<file path="config.mk">
export PLATFORM = sky130hd
export DESIGN_NAME = qq_op_scheduler
export DESIGN_NICKNAME = d
export VERILOG_FILES = /design/src/rtl/qq_pkg.sv /design/src/rtl/rr_arbiter.sv /design/src/rtl/qq_op_scheduler.sv
export SDC_FILE = /design/constraint.sdc
export NUM_CORES = 1
export LEC_CHECK = 0
export CORE_MARGIN = 2
export CORE_UTILIZATION = 44
export DETAILED_ROUTE_END_ITERATION = 16
export GPL_TIMING_DRIVEN = 0
export PLACE_DENSITY = 0.95
export SLEW_MARGIN = 20
export SYNTH_ARGS = -nofsm -noshare
export SYNTH_HDL_FRONTEND = slang
export SYNTH_SLANG_ARGS = --single-unit
</file>
<file path="constraint.sdc">
create_clock -name clk -period 10.9 [get_ports clk]
set_input_delay 2.18 -clock clk [delete_from_list [all_inputs] [get_ports clk]]
set_output_delay 2.18 -clock clk [all_outputs]
set_load 0.03 [all_outputs]
</file>
<file path="src/rtl/qq_pkg.sv">
// Shared types and default sizes for the QuickQ operation scheduler.
// The optional statistics block is controlled by the QQ_STATS_EN macro in qq_op_scheduler.
package qq_pkg;

    typedef enum logic [1:0] {
        IDLE,
        GAP,
        FLUSH
    } qq_state_t;

    typedef enum logic [1:0] {
        OP_NONE,
        OP_ENQ,
        OP_DEQ
    } qq_op_t;

    localparam int unsigned QQ_KEYW  = 32;
    localparam int unsigned QQ_DEPTH = 64;

endpackage

</file>
<file path="src/rtl/rr_arbiter.sv">
// Combinational round-robin arbiter: the search starts at ptr_i and wraps,
// returning a one-hot grant for the first asserted request.
module rr_arbiter #(
    parameter int unsigned NREQ = 4
) (
    input  logic [NREQ-1:0]         req_i,
    input  logic [$clog2(NREQ)-1:0] ptr_i,
    output logic [NREQ-1:0]         gnt_o
);

    localparam int unsigned PtrW = $clog2(NREQ);
    localparam int unsigned IdxW = PtrW + 1;

    logic [IdxW-1:0] idx;
    logic            found;

    always_comb begin
        gnt_o = '0;
        found = 1'b0;
        idx   = '0;
        for (int i = 0; i < NREQ; i++) begin
            // One extra bit so ptr+i cannot overflow before the wrap.
            idx = {1'b0, ptr_i} + IdxW'(i);
            if (idx >= IdxW'(NREQ)) begin
                idx = idx - IdxW'(NREQ);
            end
            if (!found && req_i[idx[PtrW-1:0]]) begin
                gnt_o[idx[PtrW-1:0]] = 1'b1;
                found                = 1'b1;
            end
        end
    end

endmodule

</file>
<file path="src/rtl/qq_op_scheduler.sv">
// Round-robin enqueue/dequeue scheduler in front of the QuickQ root node.
// Define QQ_STATS_EN to add saturating issue/block statistics counters.
module qq_op_scheduler
    import qq_pkg::*;
#(
    parameter int unsigned NREQ      = 4,
    parameter int unsigned KEYW      = QQ_KEYW,
    parameter int unsigned DEPTH     = QQ_DEPTH,
    parameter int unsigned ISSUE_GAP = 2,
    parameter int unsigned DEQ_LAT   = 3
) (
    input  logic                       clk,
    input  logic                       reset_i,
    input  logic                       flush_i,
    input  logic [NREQ-1:0]            req_enq_i,
    input  logic [NREQ-1:0]            req_deq_i,
    input  logic [NREQ*KEYW-1:0]       req_key_i,
    output logic [NREQ-1:0]            req_gnt_o,
    output logic                       enq_o,
    output logic                       deq_o,
    output logic [KEYW-1:0]            data_o,
    input  logic [KEYW-1:0]            root_data_i,
    output logic                       node_reset_o,
    output logic                       rsp_valid_o,
    output logic [$clog2(NREQ)-1:0]    rsp_id_o,
    output logic [KEYW-1:0]            rsp_key_o,
    output logic [$clog2(DEPTH+1)-1:0] count_o,
    output logic                       full_o,
    output logic                       empty_o
`ifdef QQ_STATS_EN
    ,
    output logic [31:0]                stat_enq_o,
    output logic [31:0]                stat_deq_o,
    output logic [31:0]                stat_block_o
`endif
);

    localparam int unsigned IdW     = $clog2(NREQ);
    localparam int unsigned CntW    = $clog2(DEPTH + 1);
    localparam int unsigned GapW    = (ISSUE_GAP > 2) ? $clog2(ISSUE_GAP - 1) : 1;
    localparam int unsigned GapInit = (ISSUE_GAP > 1) ? ISSUE_GAP - 2 : 0;

    qq_state_t        state_q, state_d;
    logic [IdW-1:0]   ptr_q;
    logic [CntW-1:0]  count_q;
    logic [GapW-1:0]  gap_q;
    logic             full, empty;
    logic [NREQ-1:0]  elig;
    logic [NREQ-1:0]  gnt_raw;
    logic             granted;
    logic [IdW-1:0]   gnt_idx;
    qq_op_t           op_sel;
    logic             kill;

    logic             enq_q, deq_q;
    logic [KEYW-1:0]  data_q;
    logic [IdW-1:0]   issue_id_q;

    logic [DEQ_LAT-1:0] pipe_vld_q, pipe_vld_d;
    logic [IdW-1:0]     pipe_id_q [DEQ_LAT];
    logic [IdW-1:0]     pipe_id_d [DEQ_LAT];

    logic             rsp_valid_q;
    logic [IdW-1:0]   rsp_id_q;
    logic [KEYW-1:0]  rsp_key_q;

    assign full  = (count_q == CntW'(DEPTH));
    assign empty = (count_q == '0);
    assign kill  = flush_i || (state_q == FLUSH);

    always_comb begin
        for (int r = 0; r < NREQ; r++) begin
            elig[r] = (req_enq_i[r] && !full) || (req_deq_i[r] && !empty);
        end
    end

    rr_arbiter #(
        .NREQ (NREQ)
    ) u_arb (
        .req_i (elig),
        .ptr_i (ptr_q),
        .gnt_o (gnt_raw)
    );

    assign granted = |req_gnt_o;

    always_comb begin
        gnt_idx = '0;
        for (int i = 0; i < NREQ; i++) begin
            if (req_gnt_o[i]) begin
                gnt_idx = IdW'(i);
            end
        end
    end

    // A requester asking for both gets its dequeue first; the enqueue stays pending.
    always_comb begin
        op_sel = OP_NONE;
        if (granted) begin
            op_sel = (req_deq_i[gnt_idx] && !empty) ? OP_DEQ : OP_ENQ;
        end
    end

    // FSM: state register
    always_ff @(posedge clk) begin
        if (reset_i) begin
            state_q <= IDLE;
        end else begin
            state_q <= state_d;
        end
    end

    // FSM: next state
    always_comb begin
        state_d = state_q;
        if (flush_i) begin
            state_d = FLUSH;
        end else begin
            unique case (state_q)
                IDLE:    if (granted && (ISSUE_GAP > 1)) state_d = GAP;
                GAP:     if (gap_q == '0) state_d = IDLE;
                FLUSH:   state_d = IDLE;
                default: state_d = IDLE;
            endcase
        end
    end

    // FSM: outputs
    always_comb begin
        req_gnt_o    = '0;
        node_reset_o = reset_i;
        unique case (state_q)
            IDLE:    if (!flush_i && !reset_i) req_gnt_o = gnt_raw;
            FLUSH:   node_reset_o = 1'b1;
            default: ;
        endcase
    end

    always_ff @(posedge clk) begin
        if (reset_i) begin
            gap_q <= '0;
        end else if (state_d == GAP && state_q != GAP) begin
            gap_q <= GapW'(GapInit);
        end else if (state_q == GAP && gap_q != '0) begin
            gap_q <= gap_q - GapW'(1);
        end
    end

    always_ff @(posedge clk) begin
        if (reset_i) begin
            ptr_q   <= '0;
            count_q <= '0;
        end else begin
            if (granted) begin
                ptr_q <= (gnt_idx == IdW'(NREQ - 1)) ? '0 : gnt_idx + IdW'(1);
            end
            if (kill) begin
                count_q <= '0;
            end else if (op_sel == OP_ENQ) begin
                count_q <= count_q + CntW'(1);
            end else if (op_sel == OP_DEQ) begin
                count_q <= count_q - CntW'(1);
            end
        end
    end

    always_ff @(posedge clk) begin
        if (reset_i) begin
            enq_q      <= 1'b0;
            deq_q      <= 1'b0;
            data_q     <= '0;
            issue_id_q <= '0;
        end else begin
            enq_q      <= (op_sel == OP_ENQ);
            deq_q      <= (op_sel == OP_DEQ);
            data_q     <= (op_sel == OP_ENQ) ? req_key_i[gnt_idx*KEYW +: KEYW] : '0;
            issue_id_q <= gnt_idx;
        end
    end

    // Response tracker: follows each issued dequeue until its key appears on root_data_i.
    always_comb begin
        pipe_vld_d   = '0;
        pipe_id_d[0] = issue_id_q;
        if (!kill) begin
            pipe_vld_d[0] = deq_q;
        end
        for (int i = 1; i < DEQ_LAT; i++) begin
            pipe_id_d[i] = pipe_id_q[i-1];
            if (!kill) begin
                pipe_vld_d[i] = pipe_vld_q[i-1];
            end
        end
    end

    always_ff @(posedge clk) begin
        if (reset_i) begin
            pipe_vld_q <= '0;
            for (int i = 0; i < DEQ_LAT; i++) begin
                pipe_id_q[i] <= '0;
            end
        end else begin
            pipe_vld_q <= pipe_vld_d;
            pipe_id_q  <= pipe_id_d;
        end
    end

    always_ff @(posedge clk) begin
        if (reset_i) begin
            rsp_valid_q <= 1'b0;
            rsp_id_q    <= '0;
            rsp_key_q   <= '0;
        end else begin
            rsp_valid_q <= !kill && pipe_vld_q[DEQ_LAT-1];
            if (!kill && pipe_vld_q[DEQ_LAT-1]) begin
                rsp_id_q  <= pipe_id_q[DEQ_LAT-1];
                rsp_key_q <= root_data_i;
            end
        end
    end

    assign enq_o       = enq_q;
    assign deq_o       = deq_q;
    assign data_o      = data_q;
    assign rsp_valid_o = rsp_valid_q;
    assign rsp_id_o    = rsp_id_q;
    assign rsp_key_o   = rsp_key_q;
    assign count_o     = count_q;
    assign full_o      = full;
    assign empty_o     = empty;

`ifdef QQ_STATS_EN
    logic [31:0] stat_enq_q, stat_deq_q, stat_block_q;
    logic        blocked;

    // Someone is waiting in IDLE but full/empty masking removed every request.
    assign blocked = (state_q == IDLE) && !flush_i && (|(req_enq_i | req_deq_i)) && !(|elig);

    always_ff @(posedge clk) begin
        if (reset_i) begin
            stat_enq_q   <= '0;
            stat_deq_q   <= '0;
            stat_block_q <= '0;
        end else begin
            if (enq_q && stat_enq_q != '1) begin
                stat_enq_q <= stat_enq_q + 32'd1;
            end
            if (deq_q && stat_deq_q != '1) begin
                stat_deq_q <= stat_deq_q + 32'd1;
            end
            if (blocked && stat_block_q != '1) begin
                stat_block_q <= stat_block_q + 32'd1;
            end
        end
    end

    assign stat_enq_o   = stat_enq_q;
    assign stat_deq_o   = stat_deq_q;
    assign stat_block_o = stat_block_q;
`endif

endmodule

</file>
-- Yosys cells after proc, flatten, opt, wreduce, memory -nomap -nowiden
Index checks and enable logic that the tools add are counted.
- bitwise operators: 4
- shift-type cells: 1
- multiplexer cells: 44
- reduce and logical (&&, ||, !) cells: 40
- add/sub/neg operators: 11
- eq/ne operators: 8
- $lt $le $gt $ge: 13
- operators with widths (kind ; number):
    $shiftx A128 B8 Y32 ; 1
    $mux W2 ; 12
    $mux W4 ; 6
    $logic_and A1 B1 Y1 ; 20
    $lt A2 B3 Y1 const B ; 5
    $mux W1 ; 14
    $mux W7 ; 2
    $or A4 B4 Y4 ; 3
    $bmux W1 S2 ; 5
    $ge A3 B3 Y1 const B ; 3
    $demux W1 S2 ; 4
    $ge A2 B1 Y1 const B ; 4
    $logic_not A1 Y1 ; 8
    $sub A2 B1 Y2 const B ; 4
    $add A7 B1 Y7 const B ; 1
    $eq A7 B7 Y1 const B ; 1
    $logic_not A7 Y1 ; 1
    $sub A7 B1 Y7 const B ; 1
    $add A2 B2 Y3 const B ; 2
    $eq A2 B1 Y1 const B ; 3
    $eq A2 B2 Y1 const B ; 3
    $reduce_or A2 Y1 ; 3
    $logic_or A1 B1 Y1 ; 5
    $pmux W2 S2 ; 1
    9 further kinds ; 9
- logic and storage cells: 136
- register bits after elaboration: 92
- input port bits: 171

-- Longest topological paths before layout
- depth in word-level cells: 29
- depth in mapped cells: 22
- mapped depth without buffers: 21

-- Hierarchy
Synthesis repeated with hierarchy kept, for this count alone.
- cells, all modules: 517
- area, all modules: 4600.7 um^2
- modules (own cells, without submodules) (module ; cells an instance ; seq. area each (um^2) ; instances ; area an instance (um^2)):
    qq_op_scheduler ; 487 ; 1841.8 ; 1 ; 4297.9
    rr_arbiter ; 30 ; 0.0 ; 1 ; 302.8

-- Worst setup path before layout
No wires, ideal clock.
- kind: in2reg
- start point: input port req_enq_i[3]
- end point: register count_q[6], in the netlist count_o[6]
- path buffers: 1
- setup time: 0.122 ns
- required time: 10.778 ns
- stages on the path: 19
- setup slack: 4.690 ns
- arrival time: 6.088 ns
- path through: nor2_1 -> a2111oi_0 -> nor3_1 -> a311o_1 -> a211o_1 -> a21oi_2 -> mux2i_1 -> mux2i_1 -> mux2i_2 -> o21bai_4 -> buf_6 -> fa_1 -> a21o_1 -> a21oi_1 -> nor2b_1 -> o21ai_0 -> nand2b_1 -> xor2_1 -> o311a_1
- RTL lines (what ; RTL line ; RTL):
    start: declaration ; qq_op_scheduler.sv:15 ; input logic [NREQ-1:0] req_enq_i,
    $logic_and A1 B1 Y1 (*) ; qq_op_scheduler.sv:73 ; elig[r] = (req_enq_i[r] && !full) || (req_deq_i[r] && !empty);
    $logic_or A1 B1 Y1 (*) ; qq_op_scheduler.sv:73 ;
    $bmux W1 S2 ; rr_arbiter.sv:27 ; if (!found && req_i[idx[PtrW-1:0]]) begin
    $mux W1 (not written as such) ; rr_arbiter.sv:27 ;
    $mux W1 ; rr_arbiter.sv:27 ;
    $logic_not A1 Y1 ; rr_arbiter.sv:27 ;
    $logic_and A1 B1 Y1 ; rr_arbiter.sv:27 ;
    $mux W1 ; rr_arbiter.sv:27 ;
    [... 8 more ...] ; -- ;
    via req_gnt_o[2] ; qq_op_scheduler.sv:18 ; output logic [NREQ-1:0] req_gnt_o,
    $mux W2 (2 in a row) ; qq_op_scheduler.sv:90 ; if (req_gnt_o[i]) begin
    $bmux W1 S2 ; qq_op_scheduler.sv:100 ; op_sel = (req_deq_i[gnt_idx] && !empty) ? OP_DEQ : OP_ENQ;
    $mux W1 (not written as such) ; qq_op_scheduler.sv:100 ;
    $logic_and A1 B1 Y1 ; qq_op_scheduler.sv:100 ;
    $mux W2 ; qq_op_scheduler.sv:100 ;
    $mux W2 (*) ; qq_op_scheduler.sv:99 ; if (granted) begin
    $eq A2 B1 Y1 / $eq A2 B2 Y1 (equally long branches) ; qq_op_scheduler.sv:159, qq_op_scheduler.sv:161 ;
    $mux W7 / $reduce_bool A2 Y1 (equally long branches) ; -- ;
    end signal: assignment ; qq_op_scheduler.sv:160 ; count_q <= count_q + CntW'(1);
    end signal: assignment ; qq_op_scheduler.sv:162 ; count_q <= count_q - CntW'(1);
    end: declaration ; qq_op_scheduler.sv:45 ; logic [CntW-1:0] count_q;
Mark *: on every way through the listed nets, which the timed path passes. The rest lies on a longest branch. The select of a mux whose other input is x is not followed.
A chain may end at the register's enable or synchronous reset.

-- Worst setup path after layout
- start point: input port req_enq_i[3]
- end point: output port req_gnt_o[1]
- cells in the longest elaborated chain, start to end: 16
- RTL lines (what ; RTL line ; RTL):
    $logic_and A1 B1 Y1 (*) ; qq_op_scheduler.sv:73 ;
    $logic_or A1 B1 Y1 (*) ; qq_op_scheduler.sv:73 ;
    $bmux W1 S2 ; rr_arbiter.sv:27 ;
    $mux W1 (not written as such) ; rr_arbiter.sv:27 ;
    $mux W1 ; rr_arbiter.sv:27 ;
    $logic_not A1 Y1 ; rr_arbiter.sv:27 ;
    $logic_and A1 B1 Y1 ; rr_arbiter.sv:27 ;
    $mux W1 ; rr_arbiter.sv:27 ;
    $logic_not A1 Y1 ; rr_arbiter.sv:27 ;
    $logic_and A1 B1 Y1 ; rr_arbiter.sv:27 ;
    $mux W1 ; rr_arbiter.sv:27 ;
    $logic_not A1 Y1 ; rr_arbiter.sv:27 ;
    $logic_and A1 B1 Y1 ; rr_arbiter.sv:27 ;
    $mux W4 (*) ; rr_arbiter.sv:27 ;
    $mux W4 (*) ; qq_op_scheduler.sv:133 ; IDLE: if (!flush_i && !reset_i) req_gnt_o = gnt_raw;
    $mux W4 (*) ; qq_op_scheduler.sv:132 ; unique case (state_q)
    end: declaration ; qq_op_scheduler.sv:18 ;
Every way passes the cells marked *; elsewhere a longest branch is shown, timed or not. The select of a mux whose other input is x is not followed.

==> results.json <==
{
  "tritoncts.num_buffers": 9,
  "synth_edf_count": 0,
  "setup_viol": 0,
  "timing.final.hold_violations": 0,
  "maximum_number_of_pins_on_one_net_before_global_route_repair": 17,
  "worst_ir_drop_vdd_mv": 0.138,
  "antenna_found_initial": 0,
  "drt_first_iter_violations": 376,
  "syn-mean-instance-area_um2": 9.07,
  "synthMostInstantiatedCell": "sky130_fd_sc_hd__dfxtp_1",
  "finalCriticalPeriod_ns": 7.62,
  "timing.critical_path.cells": "clkdlybuf4s50_1 -> nor2_1 -> a31oi_1 -> a211oi_1 -> nor4_1 -> nand2b_1 -> a32o_1 -> or2_2 -> clkdlybuf4s50_1",
  "finalSetupTns_ns": 0,
  "worst_setup_hold_path_clk_slew_ns": 0.07,
  "drcViolationCount": 0,
  "grt_pass1_vias": 5193,
  "count_of_cells_resized_by_post_cts_repair": 0,
  "synthesis.instances": 549,
  "floorplan.initialDensity": 0.455,
  "final_max_slew_viol_count": 0,
  "critical_path.reg2reg.startpoint": "count_o[0]",
  "area_growth_syn_to_layout_pct": 60.6,
  "post-dp-hpwl_um": 14100,
  "worst-r2r-cell-count": 20,
  "synth_seq_cells": 92,
  "layout-drive-gt1-share": 0.131,
  "postRouteWirelength_um": 17700,
  "post_cts_hold_buffer_count": 0,
  "ys_top_cells_by_area": "sky130_fd_sc_hd__dfxtp_1 (37%), sky130_fd_sc_hd__mux2i_1 (7.8%), sky130_fd_sc_hd__mux2_2 (7.2%)",
  "instance_count_along_the_most_critical_hold_path": 1,
  "timing.hold.worst.class": "flop to flop",
  "worstPathRequired_ns": 8.72,
  "setup_repair_after_global_routing_missed_its_margin": "no",
  "path_delay_family": "simple AND/OR/NAND/NOR gates",
  "layoutNonFillerInstCount": 958,
  "floorplan.die.width_um": 110,
  "detailroute.via_count": 5222,
  "postCtsSetupRepairBufs": 0,
  "core-area_um2": 10900,
  "max_cap_viol_count": 0,
  "power_density_nw_per_um2": 221,
  "routed_wire_length_per_instance_um": 18.5,
  "tightest_slew_ns": 0.853,
  "post_synth_most_frequent_cells": "sky130_fd_sc_hd__dfxtp_1 (92), sky130_fd_sc_hd__nand2_1 (76), sky130_fd_sc_hd__nor2_1 (51), sky130_fd_sc_hd__a21oi_1 (44), sky130_fd_sc_hd__mux2i_1 (39)",
  "cts_tree": "yes",
  "ys.flop_type": "sky130_fd_sc_hd__dfxtp_1",
  "max_stage_delay_ns": 0.76,
  "io_buffers": 253,
  "critical_path.n_buffers_inverters": 2,
  "design.die.area_um2": 12200,
  "reg2reg_slack_ns": 5.28,
  "grt_usage": 0.276,
  "synth_warnings": 0,
  "worst_skew_pair.late_latency_ns": 0.33,
  "die-height_um": 110,
  "cts.root.buffer_cell": "sky130_fd_sc_hd__clkbuf_16",
  "synthesis.nets": 734,
  "layout_worst_path_cycle_share": 0.699,
  "critPathSlowestCell": "sky130_fd_sc_hd__nor4_1",
  "r2r_end": "count_o[6]",
  "grt_ovf": 0,
  "cts.htree.levels": 3,
  "synthArstFlopShare": 0,
  "detail_route.first_pass.iterations": 5,
  "clock_sinks": 92,
  "wire_length_of_the_first_global_routing_pass_um": 25700,
  "cp_data_arrival_time_ns": 5.44,
  "setup.worst_path.start_class": "primary input",
  "critPathCaptureType": "output pin",
  "crit_type": "primary input to output pin",
  "place_inst": 942,
  "worst_path_most_repeated_cell": "sky130_fd_sc_hd__clkdlybuf4s50_1",
  "worst_path_fanout_max": 5,
  "ctsLongestPathBuffers": 2,
  "outcome": "complete, no violations",
  "hold_start": "pipe_id_d[2]",
  "antenna_violating_nets_post_route": 0,
  "synth_top_area_cell": "sky130_fd_sc_hd__dfxtp_1",
  "p_leak_nw": 2.92,
  "routed_via_density": 5.45,
  "syn-cell-area_um2": 4980,
  "synth_cell_type_count": 65,
  "timing.hold.worst_endpoint": "pipe_id_d[0]",
  "relSlewSlack": 0.426,
  "total_inserted_antenna_cells": 0,
  "finalClockSkew_ns": 0.00697,
  "design.portCount": 254,
  "number_of_placement_rows": 38,
  "post-synth-top-area-fraction": 0.370,
  "fin_nets": 998,
  "max_freq_mhz": 131,
  "synth_seq_area_share": 0.370,
  "globalplace.congestion": 0.937
}
## layout make-up
cell class	instances	area [um2]
buffer	34	160
clock buffer	10	239
clock inverter	6	68.8
fill	758	2940
inverter	16	60.1
multi-input combinational	407	2920
sequential	92	1840
tap	140	175
timing repair buffer	253	2530
## kinds of logic after synthesis
group                    Yosys count  synth area share
AO/OA/AOI/OAI                    133             0.213
XOR/XNOR                           6            0.0106
adder cells (fa/ha/maj)           14            0.0367
buffers and inverters             50            0.0442
flip-flops                        92             0.370
multiplexers                      73             0.158
AND/OR/NAND/NOR                  181             0.168
## state kept, by name, indices dropped and copies added, names as in the netlist, 2 cells and up
| signal | count |
|---|---|
| count_o | 7 |
| data_o | 32 |
| issue_id_q | 2 |
| pipe_id_d | 4 |
| pipe_id_q | 2 |
| pipe_vld_q | 3 |
| ptr_q | 2 |
| rsp_id_o | 2 |
| rsp_key_o | 32 |
| state_q | 2 |
## per-stage QoR
stage | hold slack, ns | power (mW) | instance area, um2 | utilization | worst slack [ns]
6_report | 0.436 | 1.76 | 8000 | 0.731 | 3.28
4_1_cts | 0.438 | 1.76 | 8000 | 0.731 | 3.35
5_1_grt | 0.453 | 1.85 | 8000 | 0.731 | 3.22
2_1_floorplan | 0.406 | 1.09 | 4980 | - | 4.69
3_5_place_dp | 0.416 | 1.44 | 7690 | 0.703 | 3.36
3_3_place_gp | 0.410 | 1.41 | 7690 | 0.703 | 3.45
## routing by layer
| metal | routed length [um] | part of all wire | up-vias | global-route usage |
|---|---|---|---|---|
| met3 | 1520 | 0.086 | 49 | 0.0794 |
| li1 | - | - | 2488 | - |
| met5 | 0 | 0 | - | 0 |
| met4 | 533 | 0.030 | 0 | 0.114 |
| met1 | 6720 | 0.38 | 2436 | 0.304 |
| met2 | 8900 | 0.50 | 249 | 0.495 |
## cell usage in the layout (no fill, tap or decap), types with 4 or more instances in the layout
cell                              netlist  final
sky130_fd_sc_hd__clkdlybuf4s50_1        0    253
sky130_fd_sc_hd__and2_1                 5      5
sky130_fd_sc_hd__clkbuf_1              17     17
sky130_fd_sc_hd__clkbuf_16              0      9
sky130_fd_sc_hd__xor2_1                 4      4
sky130_fd_sc_hd__inv_1                 16     16
sky130_fd_sc_hd__a31oi_1                9      9
sky130_fd_sc_hd__dfxtp_1               92     92
sky130_fd_sc_hd__buf_2                 11     11
sky130_fd_sc_hd__nand2_1               76     76
sky130_fd_sc_hd__nand3_1                7      7
sky130_fd_sc_hd__mux2_2                32     32
sky130_fd_sc_hd__o21ai_0                8      8
sky130_fd_sc_hd__a21oi_1               44     44
sky130_fd_sc_hd__ha_1                  13     13
sky130_fd_sc_hd__a21o_1                 5      5
sky130_fd_sc_hd__nor2b_1                9      9
sky130_fd_sc_hd__nand2b_1               4      4
sky130_fd_sc_hd__mux2i_1               39     39
sky130_fd_sc_hd__a211oi_1              11     11
sky130_fd_sc_hd__nor2_1                51     51
sky130_fd_sc_hd__nor3_1                 7      7
sky130_fd_sc_hd__a211oi_2              28     28
## worst max path at each step
stage              endpoint         start  cells after the start
6_report       req_gnt_o[1]  req_enq_i[3]                      9
5_1_grt        req_gnt_o[1]  req_enq_i[3]                      9
4_1_cts        req_gnt_o[1]  req_enq_i[3]                      9
3_5_place_dp   req_gnt_o[1]  req_enq_i[3]                      9
3_3_place_gp   req_gnt_o[1]  req_deq_i[3]                      9
2_1_floorplan    count_o[6]  req_enq_i[3]                     19
## power breakdown
part,switching [mW],internal [mW],total [mW]
clock,0.136,0.187,0.323
sequential,0.0412,0.412,0.453
combinational,0.576,0.413,0.989
Note: power is estimated with default switching activity, not from simulation.
==> edit (same settings) <==
`DEQ_LAT`: 3 -> 5.
--- a/src/rtl/qq_op_scheduler.sv
+++ b/src/rtl/qq_op_scheduler.sv
@@ -7,7 +7,7 @@
     parameter int unsigned KEYW      = QQ_KEYW,
     parameter int unsigned DEPTH     = QQ_DEPTH,
     parameter int unsigned ISSUE_GAP = 2,
-    parameter int unsigned DEQ_LAT   = 3
+    parameter int unsigned DEQ_LAT   = 5
 ) (
     input  logic                       clk,
     input  logic                       reset_i,
Function: changed (Yosys sat finds a counterexample within 10 cycles, from zero or initial values and one cycle with reset_i high).
==> edit against the unedited design <==
Design area decreased by 2.2%; power is 6.0% lower; clock power is 22% lower; synthesized area down 1.6%; combinational power decreased by 2%; sequential cell count grew 6; setup slack improved by 0.061 ns; routed wire length is 12% lower; largest power group unchanged.
==> edit: results (changes against the unedited design) <==
* Nets@finish at 1001 (+0.30%)
* Place WS at 3.156 ns (-0.2014 ns)
* Routed wl met2 at 7.805 mm (-12%)
* Pleak at 3.068 nW (+4.9%)
* R2R Setup Slk at 4.60 ns (-0.68 ns)
* Largest net degree at the start of global routing at 20 (+3)
* Met2 usage at 43.83% (-5.7 points)
* Initial DRC Count at 330 (-12%)
* Drt total wl at 15.56 mm (-12%)
* Met3 Track Usage GR at 8.832% (+0.90 points)
* Share of layout cells above drive strength 1 at 9.135% (-3.9 points)
* Synthesized-area fraction occupied by adder cells at 3.727% (+0.059 points)
* Hold Path Sink: rsp_id_o[1]$_SDFFE_PP0P_
* Non-filler cells, final at 961 (+0.31%)
* Top post-synthesis cells by area: dfxtp_1, mux2i_1, mux2_2
* Post-synthesis xor/xnor area fraction at 0.8935% (-0.16 points)
* Synth Instances at 553 (+0.73%)
* Worst Setup SP: req_deq_i[0]
* WP data arrival at 5.38 ns (-0.06 ns)
* Complex-gate fraction of the synthesized area at 17.00% (-4.3 points)
* Top cells by count, synth: dfxtp_1, nand2_1, nor2_1
* Max Clock Skew at 0.01317 ns (+0.006199 ns)
* Outcome: completed
* Sequential area share after synthesis at 40.03% (+3.0 points)
* Hold path start: pipe_id_q[1]$_SDFF_PP0_
* Worst vdd ir at 0.1566 mV (+14%)
-- edit: cell types whose count changed after synthesis, moves of 6 or more --
cell / before / now
a211oi_2: 28 / 0
a211oi_1: 11 / 37
a31oi_1: 9 / 1
nand2_1: 76 / 84
dfxtp_1: 92 / 98
nor2_1: 51 / 57
-- edit: worst max-delay path, cell delays in order --
cell             delay (ns)
clkdlybuf4s50_1        0.53
mux4_2                 0.50
a211oi_1               0.28
a221oi_2               0.12
a211o_1                0.33
nor3b_1                0.20
o221ai_1               0.23
inv_1                  0.29
clkdlybuf4s50_1        0.71
-- edit: worst max path at each step --
| stage | slack [ns] | endpoint | cells past startpoint |
|---|---|---|---|
| after floorplan | 4.31 | count_o[6]$_SDFFE_PP0P_ | 22 |
| after global placement | 3.26 | count_o[6]$_SDFFE_PP0P_ | 21 |
| after detailed placement | 3.16 | count_o[6]$_SDFFE_PP0P_ | 21 |
| after CTS | 3.40 | req_gnt_o[3] | 9 |
| after global routing | 3.17 | count_o[6]$_SDFFE_PP0P_ | 22 |
| final | 3.34 | req_gnt_o[3] | 9 |
-- edit: where the power goes --
group	switching, mW	leakage (nW)	total, mW	internal (mW)
combinational	0.557	2.16	0.973	0.416
clock	0.140	0.110	0.252	0.113
sequential	0.0298	0.795	0.434	0.405
total	0.726	3.07	1.66	0.934
-- edit: final cells by class --
type / instances / area [µm²] / share of cell area [%]
inverters: 12 / 45.04 / 0.5760
repair buffers: 252 / 2522 / 32.26
plain buffers: 34 / 147.6 / 1.888
clock inverters: 7 / 97.59 / 1.248
multi-input cells: 409 / 2746 / 35.12
flip-flops and latches: 98 / 1962 / 25.09
well taps: 140 / 175.2 / 2.240
clock buffers: 9 / 123.9 / 1.584
